## config.mk

```make
export PLATFORM = sky130hd
export DESIGN_NAME = pipe_ctrl_flat
export DESIGN_NICKNAME = d
export VERILOG_FILES = /design/src/rtl/pipe_ctrl_pkg.sv /design/src/rtl/pipe_ctrl_if.sv /design/src/rtl/pipe_ctrl_wdog.sv /design/src/rtl/pipe_ctrl.sv /design/src/flat_wrapper.sv
export SDC_FILE = /design/constraint.sdc
export NUM_CORES = 1
export LEC_CHECK = 0
export CORE_ASPECT_RATIO = 2
export CORE_UTILIZATION = 40
export DETAILED_ROUTE_END_ITERATION = 10
export GPL_ROUTABILITY_DRIVEN = 0
export PLACE_DENSITY = 0.72
export SLEW_MARGIN = 20
export SYNTH_ARGS = -nofsm -noshare
export SYNTH_HDL_FRONTEND = slang
export SYNTH_SLANG_ARGS = --single-unit
```

## constraint.sdc

```tcl
create_clock -name clk -period 6.6 [get_ports clk]
set_input_delay 1.98 -clock clk [delete_from_list [all_inputs] [get_ports clk]]
set_output_delay 1.98 -clock clk [all_outputs]
set_load 0.01 [all_outputs]
```

## src/rtl/pipe_ctrl_pkg.sv

```systemverilog
// Shared definitions for the pipeline controller: stall-bit layout,
// stall patterns, FSM state encoding and the stall priority encoder.
package pipe_ctrl_pkg;

    // Stall vector layout, one hold bit per pipeline stage
    localparam int STALL_W   = 6;
    localparam int STALL_PC  = 0;
    localparam int STALL_IF  = 1;
    localparam int STALL_ID  = 2;
    localparam int STALL_EX  = 3;
    localparam int STALL_MEM = 4;
    localparam int STALL_WB  = 5;

    localparam logic STOP    = 1'b1;
    localparam logic NO_STOP = 1'b0;

    typedef logic [STALL_W-1:0] stall_t;

    // A stalling stage holds itself and every stage in front of it
    localparam stall_t STALL_NONE     = 6'b000000;
    localparam stall_t STALL_FROM_IF  = 6'b000011;
    localparam stall_t STALL_FROM_ID  = 6'b000111;
    localparam stall_t STALL_FROM_EX  = 6'b001111;
    localparam stall_t STALL_FROM_MEM = 6'b011111;
    localparam stall_t STALL_ALL      = 6'b111111;

    typedef enum logic [1:0] {
        ST_RUN    = 2'd0,
        ST_DRAIN  = 2'd1,
        ST_HALTED = 2'd2
    } state_e;

    // The deepest requesting stage wins: mem > ex > id > if
    function automatic stall_t stall_pattern(input logic req_if,
                                             input logic req_id,
                                             input logic req_ex,
                                             input logic req_mem);
        stall_t pat;
        if (req_mem)      pat = STALL_FROM_MEM;
        else if (req_ex)  pat = STALL_FROM_EX;
        else if (req_id)  pat = STALL_FROM_ID;
        else if (req_if)  pat = STALL_FROM_IF;
        else              pat = STALL_NONE;
        return pat;
    endfunction

endpackage

```

## src/rtl/pipe_ctrl_if.sv

```systemverilog
// Request/response bundle between the pipeline stages and pipe_ctrl.
// The master side raises requests; the slave side (pipe_ctrl) answers.
interface pipe_ctrl_if #(
    parameter int CNT_W = 32
);
    // Requests from the pipeline and debug unit
    logic             stallreq_if;
    logic             stallreq_id;
    logic             stallreq_ex;
    logic             stallreq_mem;
    logic             flush_req;
    logic [31:0]      flush_pc;
    logic             dbg_halt_req;
    logic             dbg_resume;

    // Control back to the pipeline plus status
    logic [5:0]       stall;
    logic             flush;
    logic [31:0]      new_pc;
    logic             dbg_halted;
    logic             wdog_err;
    logic [CNT_W-1:0] stall_cycles;
    logic [CNT_W-1:0] flush_count;

    modport master (
        output stallreq_if, stallreq_id, stallreq_ex, stallreq_mem,
        output flush_req, flush_pc, dbg_halt_req, dbg_resume,
        input  stall, flush, new_pc, dbg_halted, wdog_err,
        input  stall_cycles, flush_count
    );

    modport slave (
        input  stallreq_if, stallreq_id, stallreq_ex, stallreq_mem,
        input  flush_req, flush_pc, dbg_halt_req, dbg_resume,
        output stall, flush, new_pc, dbg_halted, wdog_err,
        output stall_cycles, flush_count
    );

endinterface

```

## src/rtl/pipe_ctrl_wdog.sv

```systemverilog
// Stall watchdog: counts consecutive stalled cycles and raises a sticky
// error once the count has reached WDOG_LIMIT. Frozen while halted.
module pipe_ctrl_wdog #(
    parameter int WDOG_LIMIT = 255
) (
    input  logic clk,
    input  logic rst,
    input  logic stall_any_i,
    input  logic flush_i,
    input  logic halted_i,
    output logic wdog_err_o
);

    localparam int            CW    = (WDOG_LIMIT < 1) ? 1 : $clog2(WDOG_LIMIT + 1);
    localparam logic [CW-1:0] LIMIT = CW'(WDOG_LIMIT);

    logic [CW-1:0] cnt_q, cnt_d;
    logic          err_q, err_d;

    // Next count: clear on any free or flushed cycle, saturate at the limit
    always_comb begin
        cnt_d = cnt_q;
        err_d = err_q | (cnt_q == LIMIT);
        if (!halted_i) begin
            if (flush_i || !stall_any_i) begin
                cnt_d = '0;
            end else if (cnt_q != LIMIT) begin
                cnt_d = cnt_q + 1'b1;
            end
        end
    end

    // Counter and sticky flag registers
    always_ff @(posedge clk) begin
        if (rst) begin
            cnt_q <= '0;
            err_q <= 1'b0;
        end else begin
            cnt_q <= cnt_d;
            err_q <= err_d;
        end
    end

    assign wdog_err_o = err_q;

endmodule

```

## src/rtl/pipe_ctrl.sv

```systemverilog
// Pipeline hazard controller: encodes per-stage stall requests into hold
// signals, handles flush/redirect, sequences debug halt (drain, then freeze)
// and keeps stall/flush performance counters.
module pipe_ctrl
    import pipe_ctrl_pkg::*;
#(
    parameter int WDOG_LIMIT = 255,
    parameter int CNT_W      = 32
) (
    input logic        clk,
    input logic        rst,
    pipe_ctrl_if.slave bus
);

    state_e           state_q, state_d;
    stall_t           stall_c;
    logic             flush_c;
    logic [31:0]      new_pc_c;
    logic             halted_c;
    logic             stall_any_c;
    logic             wdog_err;
    logic [CNT_W-1:0] stall_cycles_q;
    logic [CNT_W-1:0] flush_count_q;

    // FSM state register
    always_ff @(posedge clk) begin
        // NOTE: sequential state uses non-blocking (<=) so every register
        // samples the pre-edge values, independent of block ordering.
        if (rst) state_q <= ST_RUN;
        else     state_q <= state_d;
    end

    // FSM next state: halt request drains the pipe, then freezes it
    always_comb begin
        // NOTE: default assignment first, so no path leaves state_d
        // unassigned and no latch is inferred.
        state_d = state_q;
        case (state_q)
            ST_RUN: begin
                if (bus.dbg_halt_req && !bus.flush_req) state_d = ST_DRAIN;
            end
            ST_DRAIN: begin
                if (!bus.dbg_halt_req) begin
                    state_d = ST_RUN;
                end else if (!bus.flush_req && !bus.stallreq_ex && !bus.stallreq_mem) begin
                    state_d = ST_HALTED;
                end
            end
            ST_HALTED: begin
                if (bus.dbg_resume) state_d = ST_RUN;
            end
            default: state_d = ST_RUN;
        endcase
    end

    // FSM outputs: stall/flush/redirect; a flush needs the PC free to load
    // the target, so it clears the stall vector even while draining
    always_comb begin
        stall_c  = STALL_NONE;
        flush_c  = 1'b0;
        new_pc_c = '0;
        if (!rst) begin
            case (state_q)
                ST_HALTED: begin
                    stall_c = STALL_ALL;
                end
                default: begin
                    if (bus.flush_req) begin
                        flush_c  = 1'b1;
                        new_pc_c = bus.flush_pc;
                    end else begin
                        stall_c = stall_pattern(bus.stallreq_if, bus.stallreq_id,
                                                bus.stallreq_ex, bus.stallreq_mem);
                        if (state_q == ST_DRAIN) stall_c = stall_c | STALL_FROM_IF;
                    end
                end
            endcase
        end
    end

    assign halted_c    = (state_q == ST_HALTED);
    assign stall_any_c = (stall_c != STALL_NONE);

    // Performance counters, wrapping at 2^CNT_W
    always_ff @(posedge clk) begin
        if (rst) begin
            stall_cycles_q <= '0;
            flush_count_q  <= '0;
        end else begin
            if (stall_c[STALL_PC] == STOP && !halted_c) stall_cycles_q <= stall_cycles_q + 1'b1;
            if (flush_c)                                flush_count_q  <= flush_count_q + 1'b1;
        end
    end

    pipe_ctrl_wdog #(
        .WDOG_LIMIT (WDOG_LIMIT)
    ) u_wdog (
        .clk         (clk),
        .rst         (rst),
        .stall_any_i (stall_any_c),
        .flush_i     (flush_c),
        .halted_i    (halted_c),
        .wdog_err_o  (wdog_err)
    );

    assign bus.stall        = stall_c;
    assign bus.flush        = flush_c;
    assign bus.new_pc       = new_pc_c;
    assign bus.dbg_halted   = halted_c;
    assign bus.wdog_err     = wdog_err;
    assign bus.stall_cycles = stall_cycles_q;
    assign bus.flush_count  = flush_count_q;

endmodule
```

## src/flat_wrapper.sv

```systemverilog
// flat-port wrapper written by rule: the top's interface ports become plain ports
module pipe_ctrl_flat import pipe_ctrl_pkg::*;
#(
    parameter int WDOG_LIMIT = 255,
    parameter int CNT_W      = 32
)
  (clk, rst, bus_stallreq_if, bus_stallreq_id, bus_stallreq_ex, bus_stallreq_mem, bus_flush_req, bus_flush_pc, bus_dbg_halt_req, bus_dbg_resume, bus_stall, bus_flush, bus_new_pc, bus_dbg_halted, bus_wdog_err, bus_stall_cycles, bus_flush_count);
  pipe_ctrl_if #(.CNT_W(CNT_W)) bus_i ();
  input logic clk;
  input logic rst;
  input wire logic [$bits(bus_i.stallreq_if)-1:0] bus_stallreq_if;
  input wire logic [$bits(bus_i.stallreq_id)-1:0] bus_stallreq_id;
  input wire logic [$bits(bus_i.stallreq_ex)-1:0] bus_stallreq_ex;
  input wire logic [$bits(bus_i.stallreq_mem)-1:0] bus_stallreq_mem;
  input wire logic [$bits(bus_i.flush_req)-1:0] bus_flush_req;
  input wire logic [$bits(bus_i.flush_pc)-1:0] bus_flush_pc;
  input wire logic [$bits(bus_i.dbg_halt_req)-1:0] bus_dbg_halt_req;
  input wire logic [$bits(bus_i.dbg_resume)-1:0] bus_dbg_resume;
  output wire logic [$bits(bus_i.stall)-1:0] bus_stall;
  output wire logic [$bits(bus_i.flush)-1:0] bus_flush;
  output wire logic [$bits(bus_i.new_pc)-1:0] bus_new_pc;
  output wire logic [$bits(bus_i.dbg_halted)-1:0] bus_dbg_halted;
  output wire logic [$bits(bus_i.wdog_err)-1:0] bus_wdog_err;
  output wire logic [$bits(bus_i.stall_cycles)-1:0] bus_stall_cycles;
  output wire logic [$bits(bus_i.flush_count)-1:0] bus_flush_count;
  assign bus_i.stallreq_if = bus_stallreq_if;
  assign bus_i.stallreq_id = bus_stallreq_id;
  assign bus_i.stallreq_ex = bus_stallreq_ex;
  assign bus_i.stallreq_mem = bus_stallreq_mem;
  assign bus_i.flush_req = bus_flush_req;
  assign bus_i.flush_pc = bus_flush_pc;
  assign bus_i.dbg_halt_req = bus_dbg_halt_req;
  assign bus_i.dbg_resume = bus_dbg_resume;
  assign bus_stall = bus_i.stall;
  assign bus_flush = bus_i.flush;
  assign bus_new_pc = bus_i.new_pc;
  assign bus_dbg_halted = bus_i.dbg_halted;
  assign bus_wdog_err = bus_i.wdog_err;
  assign bus_stall_cycles = bus_i.stall_cycles;
  assign bus_flush_count = bus_i.flush_count;
  pipe_ctrl #(.WDOG_LIMIT(WDOG_LIMIT), .CNT_W(CNT_W)) u_core (.clk(clk), .rst(rst), .bus(bus_i));
endmodule
```

==> metrics.txt <==
# TYPE chip_impl_metric gauge
chip_impl_metric{name="placement.cell_area",unit="µm²"} 5280
chip_impl_metric{name="irDropWorstVdd",unit="µV"} 131
chip_impl_metric{name="cts_setup_buffers",unit=""} 0
chip_impl_info{name="clockRootBuffer",value="clkbuf_16"} 1
chip_impl_metric{name="cts_max_level",unit=""} 3
chip_impl_info{name="kind_of_critical_path",value="primary input to output port"} 1
chip_impl_metric{name="drc_errors",unit=""} 12
chip_impl_metric{name="postSynth.asyncResetShare",unit="%"} 0
chip_impl_metric{name="layout_worst_path_cycle_share",unit="%"} 94.8
chip_impl_info{name="postSynth.topFlopCell",value="dfxtp_1"} 1
chip_impl_metric{name="grt_first_pass_wirelength",unit="µm"} 18000
chip_impl_info{name="hp-class",value="flop to flop"} 1
chip_impl_metric{name="critPathMaxStageDelay",unit="ns"} 0.60
chip_impl_metric{name="setup_tns",unit="ns"} 0
chip_impl_metric{name="overall_fraction_of_global_route_tracks_in_use",unit="%"} 22.8
chip_impl_metric{name="yosys_warnings",unit=""} 0
chip_impl_metric{name="ys_ff_latch",unit=""} 75
chip_impl_metric{name="finish.net_count",unit=""} 653
chip_impl_metric{name="totalWireLength",unit="µm"} 11000
chip_impl_metric{name="antenna-diode-count",unit=""} 0
chip_impl_metric{name="core_ar",unit="µm²"} 9070
chip_impl_metric{name="cts_sinks",unit=""} 75
chip_impl_metric{name="first_global_vias",unit=""} 3964
chip_impl_metric{name="clock_skew",unit="ns"} 0.00571
chip_impl_metric{name="port-buffer-count",unit=""} 145
chip_impl_metric{name="chipWidth",unit="µm"} 70.6
chip_impl_info{name="status",value="finished with violations"} 1
chip_impl_metric{name="fin_util",unit="%"} 61.8
chip_impl_info{name="critical_path.endpoint_type",value="output port"} 1
chip_impl_metric{name="max-slew-margin-rel",unit="%"} 35.2
chip_impl_metric{name="wp_buf_inv",unit=""} 3
chip_impl_metric{name="power.density",unit="nW/µm²"} 194
chip_impl_metric{name="synth_nets",unit=""} 515
chip_impl_metric{name="vias_cell",unit=""} 5.57
chip_impl_metric{name="grt_start_max_net_pins",unit=""} 44
chip_impl_metric{name="path_clk_slew",unit="ns"} 0.06
chip_impl_metric{name="post_cts_resized",unit=""} 0
chip_impl_metric{name="syn-instance-count",unit=""} 471
chip_impl_metric{name="syn-mean-instance-area",unit="µm²"} 8.00
chip_impl_metric{name="firstDrtPassIters",unit=""} 8
chip_impl_metric{name="grt_antenna_before_repair",unit=""} 0
chip_impl_metric{name="timing.critical_path.fanout_max",unit=""} 4
chip_impl_metric{name="detailroute.via_count",unit=""} 3989
chip_impl_metric{name="flow.area_growth_from_synthesis",unit="%"} 48.8
chip_impl_metric{name="cap_violations",unit=""} 0
chip_impl_metric{name="rows",unit=""} 49
chip_impl_metric{name="critical_path_depth",unit=""} 7
chip_impl_metric{name="worstHoldPathCells",unit=""} 2
chip_impl_metric{name="achievable-frequency",unit="MHz"} 160
chip_impl_metric{name="initial_utilization",unit="%"} 41.5
chip_impl_metric{name="wl_per_cell",unit="µm"} 15.3
chip_impl_metric{name="drt-initial-drc-count",unit=""} 228
chip_impl_metric{name="synth-seq-area-share",unit="%"} 39.9
chip_impl_info{name="crit_path_cell_trace",value="clkdlybuf4s50_1, or4_1, nor2_1, nor2_1, o21ai_0, inv_1, clkdlybuf4s50_1"} 1
chip_impl_info{name="crit_slowest_cell",value="or4_1"} 1
chip_impl_metric{name="synthDistinctLibCells",unit=""} 42
chip_impl_info{name="critical_path.startpoint_type",value="primary input"} 1
chip_impl_metric{name="power.static_leakage",unit="nW"} 1.88
chip_impl_info{name="cts_tree",value="yes"} 1
chip_impl_info{name="rsz_0062_raised_after_global_routing",value="no"} 1
chip_impl_metric{name="tightestPinTransition",unit="ns"} 0.963
chip_impl_metric{name="fp.dieArea",unit="µm²"} 9830
chip_impl_metric{name="area_of_all_placed_cells_without_fillers",unit="µm²"} 5610
chip_impl_metric{name="layout.cells.non_filler",unit=""} 716
chip_impl_metric{name="worstPathRequired",unit="ns"} 4.62
chip_impl_metric{name="post_cts_hold_buffer_count",unit=""} 0
chip_impl_metric{name="clkLatencyLatePin",unit="ns"} 0.33
chip_impl_metric{name="cts_inserted_buffers",unit=""} 9
chip_impl_metric{name="setup-violations-final",unit=""} 0
chip_impl_metric{name="min_period",unit="ns"} 6.26
chip_impl_metric{name="reg2regPathDepth",unit=""} 5
chip_impl_metric{name="arrival",unit="ns"} 4.28
chip_impl_metric{name="die_height",unit="µm"} 139
chip_impl_metric{name="detailedPlacementHpwl",unit="µm"} 8120
chip_impl_metric{name="share_of_post_route_cells_with_drive_strength_above_1",unit="%"} 4.72
chip_impl_metric{name="final-max-slew-violation-count",unit=""} 0
chip_impl_info{name="crit_family",value="buffers and inverters"} 1
chip_impl_metric{name="clock_tree.buffer_depth",unit=""} 2
chip_impl_info{name="violations",value="design-rule violations"} 1
chip_impl_metric{name="synth_area",unit="µm²"} 3770
chip_impl_metric{name="globalRoute.totalOverflow",unit=""} 0
chip_impl_metric{name="synth-edff-count",unit=""} 0
chip_impl_metric{name="ant_nets",unit=""} 0
chip_impl_metric{name="io_pins",unit=""} 146
chip_impl_metric{name="place.detailed.instances",unit=""} 700
chip_impl_metric{name="filler_cell_count",unit=""} 812
chip_impl_metric{name="finalHoldViolCount",unit=""} 0
## state kept, by name, summed over array words and instances, names as in the netlist
register / count
u_core.u_wdog.cnt_q: 8
u_core.bus.stall_cycles: 32
u_core.u_wdog.wdog_err_o: 1
u_core.bus.flush_count: 32
u_core.state_q: 2
## where the power goes
part           total [mW]  internal (mW)  switching [mW]
Sequential          0.460          0.456         0.00390
Clock               0.538          0.351           0.187
Combinational      0.0888         0.0508          0.0380
Total                1.09          0.857           0.229
## kinds of logic (layout without fill, tap and decap cells)
kind of cell / Yosys count / count (layout) / synth area share, %
flip-flops: 75 / 75 / 39.9
adder cells (fa/ha/maj): 5 / 5 / 1.53
buffers and inverters: 37 / 180 / 4.02
AND/OR/NAND/NOR: 254 / 254 / 35.1
AO/OA/AOI/OAI: 51 / 51 / 7.90
multiplexers: 4 / 4 / 1.10
XOR/XNOR: 45 / 45 / 10.5
## cell usage in the layout (no fill, tap or decap), types with 3 or more instances in the layout
| cell type | instances |
|---|---|
| and2_1 | 34 |
| inv_1 | 14 |
| a21oi_1 | 18 |
| buf_4 | 3 |
| xor2_1 | 19 |
| ha_1 | 3 |
| mux2i_1 | 3 |
| nor4_1 | 15 |
| nor4b_1 | 4 |
| dfxtp_1 | 75 |
| and3_1 | 11 |
| clkdlybuf4s50_1 | 144 |
| nor2_1 | 68 |
| a211oi_1 | 4 |
| xnor2_1 | 26 |
| nand3_1 | 31 |
| nor3_1 | 15 |
| or4_1 | 5 |
| nand2_1 | 26 |
| o21ai_0 | 18 |
| or2_2 | 3 |
| clkbuf_16 | 9 |
| and4_1 | 3 |
| or3_1 | 11 |
| nand4_1 | 23 |
## cell usage after synthesis, types with 2 or more instances
library cell	count	area, µm²
and2_1	34	213
or3_1	11	68.8
nor2_1	68	255
dfxtp_1	75	1500
nand2_1	26	97.6
clkbuf_1	17	63.8
o311ai_0	2	17.5
nor3_1	16	80.1
and4_1	3	26.3
nor2b_1	2	12.5
ha_1	3	37.5
o21ai_0	18	90.1
maj3_1	2	20.0
nand4_1	23	144
mux2i_1	3	30.0
or4_1	5	37.5
xor2_1	19	166
nor4_1	15	93.8
or2_2	3	18.8
a31oi_1	2	12.5
a211oi_1	4	30.0
inv_2	2	7.51
a21oi_1	18	90.1
nor4b_1	4	35.0
nand3_1	31	155
and3_1	11	68.8
inv_1	14	52.6
xnor2_1	26	228
## final timing paths
path                                                   end                                     from  slack, ns
setup / recovery                              bus_stall[0]                          bus_stallreq_id       0.34
hold / removal         u_core.u_wdog.wdog_err_o$_SDFF_PP0_      u_core.u_wdog.wdog_err_o$_SDFF_PP0_       0.47
setup reg to reg  u_core.bus.stall_cycles[29]$_SDFFE_PP0P_  u_core.bus.stall_cycles[7]$_SDFFE_PP0P_       3.87
hold reg to reg        u_core.u_wdog.wdog_err_o$_SDFF_PP0_      u_core.u_wdog.wdog_err_o$_SDFF_PP0_       0.47
## per-stage QoR
step	total power, mW	hold WS (ns)	worst slack (ns)
after floorplan	0.502	0.454	1.31
after global placement	0.557	0.452	0.367
after detailed placement	0.558	0.460	0.352
after CTS	1.09	0.474	0.345
after global routing	1.12	0.493	0.230
final	1.09	0.471	0.341
## area by class of cell
| class | instances | area, µm² | area share [%] |
|---|---|---|---|
| multi-input cells | 359 | 2120 | 37.8 |
| flip-flops and latches | 75 | 1500 | 26.8 |
| repair buffers | 148 | 1470 | 26.2 |
| clock buffers | 12 | 256 | 4.57 |
| well taps | 102 | 128 | 2.28 |
| clock inverters | 4 | 72.6 | 1.29 |
| inverters | 16 | 60.1 | 1.07 |
## metal layers
| layer | wire (µm) | track usage [%] | part of all wire (%) | vias up |
|---|---|---|---|---|
| met5 | 0 | 0 | 0 | - |
| met4 | 346 | 11.6 | 3.2 | 0 |
| met3 | 715 | 5.65 | 6.5 | 22 |
| met2 | 5900 | 43.1 | 54 | 182 |
| met1 | 3990 | 22.3 | 36 | 1868 |
| li1 | - | - | - | 1917 |
## tightest hold or removal path, stage by stage (launching register included)
cell and delay [ns]:
dfxtp_1 0.32, nor2_1 0.05, nor2_1 0.07
No activity file was read; power rests on OpenSTA's default activity.
